===== src/rtl/clarvi_mem_arbiter_pkg.sv =====
// Shared types for the Clarvi memory arbiter: read-source tags and arbiter states.
// No logic, so no latency.
// No flow control of its own.
package clarvi_mem_arbiter_pkg;

    // Identifies which port issued an outstanding read
    typedef enum logic {
        SRC_INSTR = 1'b0,
        SRC_MAIN  = 1'b1
    } mem_source_t;

    // IDLE arbitrates each cycle; LOCK_* holds a grant across bus_wait
    typedef enum logic [1:0] {
        IDLE       = 2'd0,
        LOCK_INSTR = 2'd1,
        LOCK_MAIN  = 2'd2
    } arb_state_t;

endpackage


===== src/rtl/clarvi_tag_fifo.sv =====
// In-order FIFO of 1-bit read-source tags with simultaneous push/pop.
// Head is visible combinationally; a push is readable from the next cycle.
// Push is dropped when full and pop when empty; callers are expected to gate on full/empty.
module clarvi_tag_fifo #(
    parameter int DEPTH = 4
) (
    input  logic                     clk_i,
    input  logic                     rst_ni,
    input  logic                     push_i,
    input  logic                     push_tag_i,
    input  logic                     pop_i,
    output logic                     head_o,
    output logic [$clog2(DEPTH):0]   count_o,
    output logic                     full_o,
    output logic                     empty_o
);
    localparam int AW = $clog2(DEPTH);

    logic [DEPTH-1:0] mem_q, mem_d;
    logic [AW-1:0]    wr_ptr_q, wr_ptr_d;
    logic [AW-1:0]    rd_ptr_q, rd_ptr_d;
    logic [AW:0]      count_q, count_d;
    logic             do_push, do_pop;

    assign full_o  = (count_q == (AW+1)'(DEPTH));
    assign empty_o = (count_q == '0);
    assign head_o  = mem_q[rd_ptr_q];
    assign count_o = count_q;
    assign do_push = push_i && !full_o;
    assign do_pop  = pop_i && !empty_o;

    // Next pointers and occupancy; DEPTH is a power of two so pointers wrap naturally
    always_comb begin
        mem_d    = mem_q;
        wr_ptr_d = wr_ptr_q;
        rd_ptr_d = rd_ptr_q;
        if (do_push) begin
            mem_d[wr_ptr_q] = push_tag_i;
            wr_ptr_d        = wr_ptr_q + AW'(1);
        end
        if (do_pop) begin
            rd_ptr_d = rd_ptr_q + AW'(1);
        end
        count_d = count_q + {{AW{1'b0}}, do_push} - {{AW{1'b0}}, do_pop};
    end

    // Storage and pointer registers
    always_ff @(posedge clk_i or negedge rst_ni) begin
        if (!rst_ni) begin
            mem_q    <= '0;
            wr_ptr_q <= '0;
            rd_ptr_q <= '0;
            count_q  <= '0;
        end else begin
            mem_q    <= mem_d;
            wr_ptr_q <= wr_ptr_d;
            rd_ptr_q <= rd_ptr_d;
            count_q  <= count_d;
        end
    end

endmodule


===== src/rtl/clarvi_mem_arbiter.sv =====
// Shares one Avalon-MM master between instruction fetch and main data ports, returning read data in order.
// Zero-cycle grant and zero-cycle read-data routing; grants are held across bus_wait.
// Requesters see *_wait until accepted; reads stall while MAX_PENDING reads are outstanding.
module clarvi_mem_arbiter
    import clarvi_mem_arbiter_pkg::*;
#(
    parameter int ADDR_WIDTH   = 32,
    parameter int DATA_WIDTH   = 32,
    parameter int MAX_PENDING  = 4,
    parameter int STARVE_LIMIT = 4
) (
    input  logic                          clock,
    input  logic                          reset_n,
    input  logic [ADDR_WIDTH-1:0]         instr_address,
    input  logic                          instr_read,
    output logic                          instr_wait,
    output logic [DATA_WIDTH-1:0]         instr_read_data,
    output logic                          instr_read_data_valid,
    input  logic [ADDR_WIDTH-1:0]         main_address,
    input  logic [DATA_WIDTH/8-1:0]       main_byte_enable,
    input  logic                          main_read,
    input  logic                          main_write,
    input  logic [DATA_WIDTH-1:0]         main_write_data,
    output logic                          main_wait,
    output logic [DATA_WIDTH-1:0]         main_read_data,
    output logic                          main_read_data_valid,
    output logic [ADDR_WIDTH-1:0]         bus_address,
    output logic [DATA_WIDTH/8-1:0]       bus_byte_enable,
    output logic                          bus_read,
    output logic                          bus_write,
    output logic [DATA_WIDTH-1:0]         bus_write_data,
    input  logic                          bus_wait,
    input  logic [DATA_WIDTH-1:0]         bus_read_data,
    input  logic                          bus_read_data_valid,
    output logic [$clog2(MAX_PENDING):0]  pending_count,
    output logic                          protocol_error
);
    localparam int SW = $clog2(STARVE_LIMIT + 1);

    arb_state_t   state_q, state_d;
    logic [SW-1:0] starve_q, starve_d;
    logic         perr_q, perr_d;

    logic         fifo_full, fifo_empty, fifo_head;
    logic         read_ok, instr_elig, main_elig;
    logic         grant_instr, grant_main;
    logic         accept, push, pop;
    mem_source_t  push_src, head_src;

    // A pop in this cycle does not free a slot until the next one, so eligibility uses registered full
    assign read_ok    = !fifo_full;
    assign main_elig  = main_write || (main_read && read_ok);
    assign instr_elig = instr_read && read_ok;

    // Pick the bus owner; outputs are forced idle while reset is asserted
    always_comb begin
        grant_instr = 1'b0;
        grant_main  = 1'b0;
        if (reset_n) begin
            case (state_q)
                IDLE: begin
                    if (instr_elig && (starve_q == SW'(STARVE_LIMIT) || !main_elig)) begin
                        grant_instr = 1'b1;
                    end else if (main_elig) begin
                        grant_main = 1'b1;
                    end
                end
                LOCK_INSTR: grant_instr = instr_elig;
                LOCK_MAIN:  grant_main  = main_elig;
                default:    ;
            endcase
        end
    end

    // Stay locked only while the granted request is still waiting; a dropped request falls back to IDLE
    always_comb begin
        state_d = IDLE;
        if (grant_instr && bus_wait) begin
            state_d = LOCK_INSTR;
        end else if (grant_main && bus_wait) begin
            state_d = LOCK_MAIN;
        end
    end

    // Drive the bus from the granted port; a main read+write is issued as a write only
    always_comb begin
        bus_address     = '0;
        bus_byte_enable = '0;
        bus_read        = 1'b0;
        bus_write       = 1'b0;
        bus_write_data  = '0;
        if (grant_instr) begin
            bus_address     = instr_address;
            bus_byte_enable = '1;
            bus_read        = 1'b1;
        end else if (grant_main) begin
            bus_address     = main_address;
            bus_byte_enable = main_byte_enable;
            bus_write       = main_write;
            bus_read        = !main_write;
            bus_write_data  = main_write_data;
        end
    end

    assign accept   = (bus_read || bus_write) && !bus_wait;
    assign push     = accept && bus_read;
    assign push_src = grant_instr ? SRC_INSTR : SRC_MAIN;
    assign pop      = bus_read_data_valid && !fifo_empty && reset_n;
    assign head_src = mem_source_t'(fifo_head);

    assign instr_wait = instr_read && !(grant_instr && !bus_wait);
    assign main_wait  = (main_read || main_write) && !(grant_main && !bus_wait);

    assign instr_read_data       = bus_read_data;
    assign main_read_data        = bus_read_data;
    assign instr_read_data_valid = pop && (head_src == SRC_INSTR);
    assign main_read_data_valid  = pop && (head_src == SRC_MAIN);

    // Count consecutive denied fetch cycles, saturating at the limit
    always_comb begin
        starve_d = '0;
        if (instr_read && !(grant_instr && !bus_wait)) begin
            starve_d = (starve_q == SW'(STARVE_LIMIT)) ? starve_q : starve_q + SW'(1);
        end
        perr_d = perr_q || (bus_read_data_valid && fifo_empty);
    end

    // State, starvation and sticky error registers
    always_ff @(posedge clock or negedge reset_n) begin
        if (!reset_n) begin
            state_q  <= IDLE;
            starve_q <= '0;
            perr_q   <= 1'b0;
        end else begin
            state_q  <= state_d;
            starve_q <= starve_d;
            perr_q   <= perr_d;
        end
    end

    assign protocol_error = perr_q;

    clarvi_tag_fifo #(
        .DEPTH (MAX_PENDING)
    ) u_tag_fifo (
        .clk_i      (clock),
        .rst_ni     (reset_n),
        .push_i     (push),
        .push_tag_i (push_src),
        .pop_i      (pop),
        .head_o     (fifo_head),
        .count_o    (pending_count),
        .full_o     (fifo_full),
        .empty_o    (fifo_empty)
    );

endmodule


===== config.mk =====
export PLATFORM = sky130hd
export DESIGN_NAME = clarvi_mem_arbiter
export DESIGN_NICKNAME = d
export VERILOG_FILES = /design/src/rtl/clarvi_mem_arbiter_pkg.sv /design/src/rtl/clarvi_tag_fifo.sv /design/src/rtl/clarvi_mem_arbiter.sv
export SDC_FILE = /design/constraint.sdc
export NUM_CORES = 1
export LEC_CHECK = 0
export ABC_CLOCK_PERIOD_IN_PS = 9200
export CORE_AREA = 2 2 110 112
export CTS_CLUSTER_SIZE = 20
export DETAILED_ROUTE_END_ITERATION = 10
export DIE_AREA = 0 0 112 114
export GPL_TIMING_DRIVEN = 1
export PLACE_DENSITY = 0.73
export SYNTH_ARGS = -nofsm -noshare
export SYNTH_HDL_FRONTEND = slang
export SYNTH_SLANG_ARGS = --single-unit

===== constraint.sdc =====
create_clock -name clock -period 9.2 [get_ports clock]
set_clock_uncertainty 0.2 [all_clocks]
set_input_delay 2.76 -clock clock [delete_from_list [all_inputs] [get_ports clock]]
set_output_delay 2.76 -clock clock [all_outputs]
set_load 0.03 [all_outputs]

# [After elaboration in Yosys (flattened, before gate mapping)]
# Cells that the tools add are included.
[word_totals] inputBits=139 wordCells=81 reg_bits=17 output_inout_bits=142
[op_classes] reduce_logical=33 addsub=5 n_lt_le_gt_ge=3 muxes=27 n_eq_ne=5 bitwise_logic=1
[ops] operator="32-bit two-way mux" n=4
[ops] operator="1-bit logical AND" n=19
[ops] operator="1-bit two-way mux" n=12
[ops] operator="4-bit two-way mux" n=2
[ops] operator="1-bit logical NOT" n=7
[ops] operator="3-bit == test (second input constant)" n=2
[ops] operator="2-bit by 3-bit less-than comparator with 1-bit output (second input constant)" n=2
[ops] operator="3-bit two-way mux" n=2
[ops] operator="1-bit logical OR" n=5
[ops] operator="2-bit by 1-bit adder with 2-bit output (second input constant)" n=2
[ops] operator="4-bit bitwise mux" n=1
[ops] operator="2-bit two-way mux" n=2
[ops] operator="1-bit one-hot mux with 2 select lines" n=2
[ops] operator="3-bit by 1-bit adder with 3-bit output" n=1
[ops] operator="3-bit by 1-bit adder with 3-bit output (second input constant)" n=1
[ops] operator="3-bit logical NOT" n=1
[ops] operator="3-bit by 1-bit subtractor with 3-bit output" n=1
[ops] operator="1-bit binary-select mux with 2-bit select" n=1
[ops] operator="1-bit demux with 2-bit select" n=1
[ops] operator="2-bit by 1-bit == test with 1-bit output (second input constant)" n=1
[ops] operator="2-bit == test (second input constant)" n=1
[ops] operator="2-bit by 1-bit >= comparator with 1-bit output (second input constant)" n=1
[ops] operator="2-bit logical NOT" n=1
[ops] operator="2-bit != test (second input constant)" n=1
[ops] operator="1-bit NOT" n=1

# [Depth between registers and ports, before layout]
# Gate-level depths: netlist (run 1).
[logic_depth] word_depth=18 ltp_mapped=11 ltp_nobuf=11

# [Cells and area by module]
# A second synthesis (run 1) with hierarchy kept.
[unflattened] cells_unflattened=331 area_unflattened_um2=2553.7
[by_module_without_submodules] module="clarvi_mem_arbiter" seq_area_each_um2=150.1 instances=1 cells_per_inst=269 area_each_um2=1808.0
[by_module_without_submodules] module="clarvi_tag_fifo" seq_area_each_um2=275.3 instances=1 cells_per_inst=62 area_each_um2=745.7

# [Least setup slack after synthesis (run 1)]
# Ideal clock, no wire load.
[synth_timing] path_kind="input to output" from="input instr_read" to="output bus_address[26]" t_required_ps=6240 stages=6 path_slack_ps=2113 arrival_time_ps=4127 path_buffers=2 path_cell_list="nor2b_1 -> and2_4 -> o211a_1 -> clkbuf_1 -> buf_1 -> a22o_1"
[synth_between] elab_chain_len=7 elab_cells_between_ends=10 cone_classes="8 x mux; 2 x reduce/logical"
[synth_lines] item="start: declaration" line="clarvi_mem_arbiter.sv:15" text="input logic instr_read,"
[synth_lines] item="1-bit logical AND *" line="clarvi_mem_arbiter.sv:53" text="assign instr_elig = instr_read && read_ok;"
[synth_lines] item="1-bit logical AND" line="clarvi_mem_arbiter.sv:62" text="if (instr_elig && (starve_q == SW'(STARVE_LIMIT) || !main_elig)) begin"
[synth_lines] item="1-bit two-way mux" line="clarvi_mem_arbiter.sv:62"
[synth_lines] item="1-bit one-hot mux with 2 select lines" line="clarvi_mem_arbiter.sv:60" text="case (state_q)"
[synth_lines] item="1-bit two-way mux" line="clarvi_mem_arbiter.sv:59" text="if (reset_n) begin"
[synth_lines] item="32-bit two-way mux" line="clarvi_mem_arbiter.sv:96" text="end else if (grant_main) begin"
[synth_lines] item="32-bit two-way mux *" line="clarvi_mem_arbiter.sv:92" text="if (grant_instr) begin"
[synth_lines] item="end: declaration" line="clarvi_mem_arbiter.sv:27" text="output logic [ADDR_WIDTH-1:0] bus_address,"
# Every way passes the cells marked *; elsewhere a longest branch is shown, timed or not.

# [Final worst setup path (run 1)]
[layout_timing] from="input instr_read" to="output bus_address[30]"
# The elaborated chain is that of the path after synthesis.

==> qor.txt, run 1 <==
=================================================================================
Sequential share of power                                                   0.228
Maximum vdd drop                                                           127 uV
Crit-path cells                                                      clkdlybuf4s50_1 -> nor2b_1 -> and2_4 -> o211a_1 -> buf_4 -> a22o_1 -> clkdlybuf4s50_1
Synthesized area                                                        2040 um^2
Register-to-Register Path Depth                                                 8
Combined flip-flop and latch cell area                                   425 um^2
Fin crit share                                                              0.888
Final GP Congestion                                                         0.860
Final hold violation count                                                      0
Bufs and invs on worst path                                                     3
CP required                                                               6240 ps
Port-buffer cells                                                             184
Total of flip-flops plus latches after synthesis                               17
Slew margin rel.                                                            0.675
Hold-fix buffers at CTS                                                         0
Xor and xnor fraction of the mapped netlist area                           0.0257
Setup-violating endpoint count in the final report                              0
Transition time at the pin with the least slew margin                      482 ps
Hold crit path type                                                       reg2reg
Overall power of the completed layout                                      581 uW
Power spent charging and discharging nets                                  236 uW
Crit Path Max Fanout                                                           34
Area grow syn2layout                                                        78.5%
Setup repair after global routing missed its margin                         false
Final sum of negative setup slack                                            0 ps
Clock network latency to the later pin of the worst-skew pair              250 ps
Cts repair resizes                                                              0
Cell type group with the largest total delay on the critical path    buffers and inverters
Post-DP HPWL                                                              6.69 mm
Die span in y                                                              114 um
Count of cell types in the netlist                                             33
Source of the critical timing path                                     instr_read
Top-area cell type share of the netlist area                                0.235
Share of synthesized cell area in and, or, nand and nor gates               0.162
Total Routed Length                                                       7.89 mm
Critical Path Stages                                                            7
Clock Sink Count                                                               17
Mux contribution to synthesized area                                       0.0386
Largest net degree at the start of global routing                              44
Core box area                                                          11700 um^2
Vias in the first global route                                               2143
Synthesized instance count                                                    237
Cell type with the highest occurrence count on the critical path     sky130_fd_sc_hd__clkdlybuf4s50_1
Number of pins with negative max-slew slack in the final report                 0
Fill cell count                                                              1252
Ys async rst share                                                           1.00
Horizontal die dimension                                                   112 um
Slowest cell on crit path                                            sky130_fd_sc_hd__clkdlybuf4s50_1
Std-Cell Rows                                                                  40
Fraction of layout cells with a size suffix above 1                        0.0453
Ratio of total power to cell area                                     159 nW/um^2
Category of the most critical setup path                                   in2out
Number of vias per cell after detailed routing                               4.22
Most numerous cell in the Yosys netlist                              sky130_fd_sc_hd__buf_4
Multi-input gate area                                                   1030 um^2
# nets final                                                                  502
Reg-to-reg setup timing slack                                             6480 ps
DR DRC count                                                                    0
Switching part of the total power                                           0.406
Total I/O pin count                                                           281
Die footprint                                                          12800 um^2
Maximum achievable frequency                                            0.122 GHz
Most area-hungry cell type in the Yosys netlist                      sky130_fd_sc_hd__buf_4
Initial antenna violation count                                                 0
Combinational family with the most area after synthesis              buffers and inverters
Total of max-cap violations                                                     0
Starting DRT DRC Count                                                         46
Leading cell types by count after synthesis                          sky130_fd_sc_hd__buf_4, sky130_fd_sc_hd__and2_1, sky130_fd_sc_hd__a22o_1
Time the final worst path needs with I/O delays and setup                 8170 ps
Synthesized area divided by synthesized cell count                      8.62 um^2
H-tree level count                                                              1
Internal power contribution                                                345 uW
Leak Pwr                                                                  1.48 nW
Number of enable-type register cells in the synthesized netlist                 0
Combinational cell fraction of total power                                  0.621
Number of buffers inserted during clock tree synthesis                          3
Seq/Total Area, Yosys                                                       0.208
Total Routing Usage GR                                                      0.114
Category of the worst setup path capture point                        output port
Buffer levels on the longest clock path                                         2
Post-Synth Adder-Cell Area                                                 0.0588
CTS Root Buffer Type                                                 sky130_fd_sc_hd__clkbuf_16
Via count                                                                    2111
First-pass DRT Iterations                                                       4
Global-route wire length before repair                                    11.6 mm
Endpoint of the worst setup timing path                              bus_address[30]
Top_reg_cell synth                                                   sky130_fd_sc_hd__dfrtp_1
Setup crit start kind                                                  input port
Proportion of power drawn by the clock network                              0.151
Register clock-pin slew on the reported worst setup and hold paths          50 ps
Remaining Overflow, GRT                                                         0
Worst hold path depth                                                           1
Status                                                               finished clean
CTS tree                                                                      yes
Per-cell routed wire length                                               15.8 um
N_diodes                                                                        0
Area fraction in compound gates after synthesis                             0.220
Number of buffers added for setup after CTS                                     0
Top cells by area in the synthesized netlist                         sky130_fd_sc_hd__buf_4, sky130_fd_sc_hd__dfrtp_1, sky130_fd_sc_hd__a22o_1
Largest stage delay, worst path                                            670 ps
Critical register-to-register path startpoint                        u_tag_fifo.count_o[1]$_DFF_PN0_
Destination of the worst register-to-register timing path            u_tag_fifo.count_o[1]$_DFF_PN0_
Synth warnings                                                                  0
Routed Antenna Nets                                                             0
Post-Synthesis Net Count                                                      385
Data arrival time of the critical path                                    5210 ps
Initial Utilization                                                         0.174
=================================================================================
[placed cells by master (no fill, tap or decap), types with 4 or more instances in the layout]
cell,instances
sky130_fd_sc_hd__a21o_1,6
sky130_fd_sc_hd__a22o_1,32
sky130_fd_sc_hd__and2_1,35
sky130_fd_sc_hd__buf_4,4
sky130_fd_sc_hd__clkdlybuf4s50_1,184
sky130_fd_sc_hd__dfrtp_1,17
sky130_fd_sc_hd__ha_1,8
sky130_fd_sc_hd__inv_1,14
sky130_fd_sc_hd__mux2_2,5
sky130_fd_sc_hd__nand2_1,4
sky130_fd_sc_hd__nor2_1,7
sky130_fd_sc_hd__o2111ai_1,5
sky130_fd_sc_hd__xnor2_1,6
[kinds of logic after synthesis]
| kind of cell | Yosys count |
|---|---|
| XOR/XNOR | 6 |
| flip-flops | 17 |
| multiplexers | 6 |
| buffers and inverters | 90 |
| AND/OR/NAND/NOR | 57 |
| adder cells (fa/ha/maj) | 9 |
| AO/OA/AOI/OAI | 52 |
[power groups by stage]
stage	sequential, mW	combinational (mW)	clock [mW]
6_report	0.132	0.361	0.0876
5_1_grt	0.137	0.389	0.0936
4_1_cts	0.133	0.365	0.0895
3_5_place_dp	0.133	0.362	0
3_3_place_gp	0.131	0.356	0
2_1_floorplan	0.144	0.245	0
[state kept, by name, indices dropped and copies added (netlist names)]
register and count:
state_q 2, u_tag_fifo.wr_ptr_q 2, u_tag_fifo.rd_ptr_q 2, protocol_error 1, u_tag_fifo.count_o 3, starve_q 3
u_tag_fifo.mem_q 4
[worst min-delay path by stage]
stage,slack [ps],to,from
2_1_floorplan,250,u_tag_fifo.rd_ptr_q[1]$_DFFE_PN0P_,u_tag_fifo.rd_ptr_q[1]$_DFFE_PN0P_
3_3_place_gp,270,protocol_error$_DFF_PN0_,protocol_error$_DFF_PN0_
3_5_place_dp,270,protocol_error$_DFF_PN0_,protocol_error$_DFF_PN0_
4_1_cts,290,protocol_error$_DFF_PN0_,protocol_error$_DFF_PN0_
5_1_grt,310,protocol_error$_DFF_PN0_,protocol_error$_DFF_PN0_
6_report,280,protocol_error$_DFF_PN0_,protocol_error$_DFF_PN0_
[through the flow]
step / cell area, um^2 / hold WS [ps] / cells / utilization / setup slack (ps)
detailed placement: 3570 / 273 / 496 / 0.304 / 1010
global route: 3640 / 310 / 500 / 0.311 / 834
global placement: 3570 / 269 / 496 / 0.304 / 1080
floorplan: 2040 / 253 / 237 / - / 2110
CTS: 3640 / 288 / 500 / 0.311 / 975
finish: 3640 / 278 / 500 / 0.311 / 1030
[layout make-up]
cell class	instances	share of cell area
Multi-Input combinational cell	130	0.283
Clock buffer	4	0.0216
Sequential cell	17	0.117
Inverter	14	0.0144
Timing Repair Buffer	188	0.514
Tap cell	147	0.0505
[per-layer routing]
metal	global-route usage	wire length [um]	vias to the layer above
met3	0.0367	850	8
met4	0.0260	93	0
met2	0.206	3990	165
met5	0	0	-
li1	-	-	977
met1	0.131	2950	961
Power figures use the tool's default switching activity.
==> inputs of run 2 (changes only) <==
--- a/config.mk
+++ b/config.mk
@@ -7,6 +7,7 @@
 export LEC_CHECK = 0
 export ABC_CLOCK_PERIOD_IN_PS = 9200
 export CORE_AREA = 2 2 110 112
+export CTS_BUF_LIST = sky130_fd_sc_hd__clkbuf_2
 export CTS_CLUSTER_SIZE = 20
 export DETAILED_ROUTE_END_ITERATION = 10
 export DIE_AREA = 0 0 112 114
==> qor.txt, run 2 (same netlist as run 1, synthesis figures left out) <==
=================================================================================
Maximum vdd drop                                                           117 uV   -7.5%
Die span in y                                                              114 um   unchanged
Area grow syn2layout                                                        75.6%
Initial antenna violation count                                                 0   unchanged
Die footprint                                                          12800 um^2   unchanged
Horizontal die dimension                                                   112 um   unchanged
Total Routing Usage GR                                                      0.112   -0.00112
Clock network latency to the later pin of the worst-skew pair              300 ps   +50 ps
Clock Sink Count                                                               17   unchanged
Crit Path Max Fanout                                                           34   unchanged
Largest net degree at the start of global routing                              44   unchanged
Std-Cell Rows                                                                  40   unchanged
Data arrival time of the critical path                                    5220 ps   about the same
Final GP Congestion                                                         0.860   unchanged
Total Routed Length                                                       7.79 mm   -1.3%
Transition time at the pin with the least slew margin                      481 ps   -0.375 ps
Hold crit path type                                                       reg2reg
Final hold violation count                                                      0   unchanged
Total I/O pin count                                                           281   unchanged
N_diodes                                                                        0   unchanged
Global-route wire length before repair                                    11.5 mm   -0.72%
# nets final                                                                  502   unchanged
CTS Root Buffer Type                                                 sky130_fd_sc_hd__clkbuf_2
Cell total after placement                                                    496   unchanged
Hold-fix buffers at CTS                                                         0   unchanged
Most flop-heavy register                                             u_tag_fifo.mem_q
Fin crit share                                                              0.890   +0.00169
Initial Utilization                                                         0.174   unchanged
H-tree level count                                                              1   unchanged
Number of buffers added for setup after CTS                                     0   unchanged
Via count                                                                    2099   -0.57%
Leak Pwr                                                                  1.46 nW   -1.5%
Vias in the first global route                                               2123   -0.93%
Remaining Overflow, GRT                                                         0   unchanged
Most common cell after layout, fill and taps aside                   sky130_fd_sc_hd__clkdlybuf4s50_1
Setup-violating endpoint count in the final report                              0   unchanged
Time the final worst path needs with I/O delays and setup                 8180 ps   +15.6 ps
Per-cell routed wire length                                               15.6 um   -1.3%
Core box area                                                          11700 um^2   unchanged
Number of pins with negative max-slew slack in the final report                 0   unchanged
Leading cell types in the layout, fill and taps excluded             sky130_fd_sc_hd__clkdlybuf4s50_1, sky130_fd_sc_hd__and2_1, sky130_fd_sc_hd__a22o_1, sky130_fd_sc_hd__dfrtp_1, sky130_fd_sc_hd__inv_1
DR DRC count                                                                    0   unchanged
Cts repair resizes                                                              0   unchanged
Buffer levels on the longest clock path                                         2   unchanged
Setup repair after global routing missed its margin                         false
CTS tree                                                                      yes
Port-buffer cells                                                             184   unchanged
Fraction of layout cells with a size suffix above 1                        0.0482   +0.00283
CP required                                                               6240 ps   about the same
Slew margin rel.                                                            0.676   about the same
Total of max-cap violations                                                     0   unchanged
Starting DRT DRC Count                                                         56   +22%
Number of vias per cell after detailed routing                               4.20   -0.57%
Non-filler cells in the finished layout                                       500   unchanged
Category of the most critical setup path                                   in2out
First-pass DRT Iterations                                                       4   unchanged
Post-DP HPWL                                                              6.69 mm   unchanged
Routed Antenna Nets                                                             0   unchanged
Register clock-pin slew on the reported worst setup and hold paths         150 ps   +100 ps
Final sum of negative setup slack                                            0 ps   unchanged
Ratio of total power to cell area                                     147 nW/um^2   -8.0%
Status                                                               finished clean
Number of buffers inserted during clock tree synthesis                          3   unchanged
Setup crit start kind                                                  input port
Category of the worst setup path capture point                        output port
Maximum achievable frequency                                            0.122 GHz   -0.19%
Largest register FFs                                                            4   unchanged
=================================================================================
==> run 2: cell count changes in the layout (fill, tap and decap cells not counted) <==
cell	change
sky130_fd_sc_hd__clkbuf_2	+4
sky130_fd_sc_hd__clkbuf_16	-3
sky130_fd_sc_hd__clkbuf_1	-1
==> run 2: area by class of cell <==
cell class                 count  area [um^2]
sequential                    17          425
tap                          147          184
timing repair buffer         188         1870
multi-input combinational    130         1030
inverter                      14         52.6
clock buffer                   4         20.0
fill                        1253         8130
==> run 2: power breakdown <==
part | switching [mW] | total [mW] | internal [mW] | leakage [nW]
sequential | 0.0265 | 0.131 | 0.104 | 0.203
combinational | 0.179 | 0.360 | 0.181 | 1.24
clock | 0.0229 | 0.0345 | 0.0115 | 0.0166
==> run 2: per-stage QoR <==
step / instance area [um^2] / setup WS [ps] / utilization / hold WS, ps / power [mW]
2_1_floorplan: 2040 / 2110 / - / 253 / 0.389
3_3_place_gp: 3570 / 1080 / 0.304 / 269 / 0.488
3_5_place_dp: 3570 / 1010 / 0.304 / 273 / 0.496
4_1_cts: 3590 / 967 / 0.306 / 307 / 0.533
5_1_grt: 3590 / 828 / 0.306 / 339 / 0.567
6_report: 3590 / 1020 / 0.306 / 297 / 0.526
==> run 2: worst max-delay path, cell delays in order <==
cell and delay (ps):
sky130_fd_sc_hd__clkdlybuf4s50_1 500, sky130_fd_sc_hd__nor2b_1 220, sky130_fd_sc_hd__and2_4 190, sky130_fd_sc_hd__o211a_1 280, sky130_fd_sc_hd__buf_4 370, sky130_fd_sc_hd__a22o_1 200, sky130_fd_sc_hd__clkdlybuf4s50_1 670
==> run 2: layer usage <==
layer / global-route usage / vias up / share of wire
li1: - / 977 / -
met1: 0.131 / 954 / 0.38
met2: 0.203 / 161 / 0.51
met3: 0.0383 / 7 / 0.11
met4: 0.0211 / 0 / 0.0081
met5: 0 / - / 0
==> run 2: final timing paths <==
path,from,end,slack (ps),depth (start not counted)
worst max-delay path,instr_read,bus_address[30],1020,7
worst min-delay path,u_tag_fifo.rd_ptr_q[1]$_DFFE_PN0P_,u_tag_fifo.rd_ptr_q[1]$_DFFE_PN0P_,300,1
worst max register to register,u_tag_fifo.count_o[1]$_DFF_PN0_,u_tag_fifo.count_o[1]$_DFF_PN0_,6470,8
worst min register to register,u_tag_fifo.rd_ptr_q[1]$_DFFE_PN0P_,u_tag_fifo.rd_ptr_q[1]$_DFFE_PN0P_,300,1
max in group asynchronous,reset_n,u_tag_fifo.count_o[2]$_DFF_PN0_,5930,2
min in group asynchronous,reset_n,state_q[0]$_DFF_PN0_,2420,1
==> inputs of run 3 (changes only) <==
--- a/config.mk
+++ b/config.mk
@@ -8,6 +8,7 @@
 export ABC_CLOCK_PERIOD_IN_PS = 9200
 export CORE_AREA = 2 2 110 112
 export CTS_BUF_LIST = sky130_fd_sc_hd__clkbuf_2
+export CTS_CLUSTER_DIAMETER = 60
 export CTS_CLUSTER_SIZE = 20
 export DETAILED_ROUTE_END_ITERATION = 10
 export DIE_AREA = 0 0 112 114
==> results of run 3 <==
The final DEF is identical to that of run 2; final timing and power are the same.
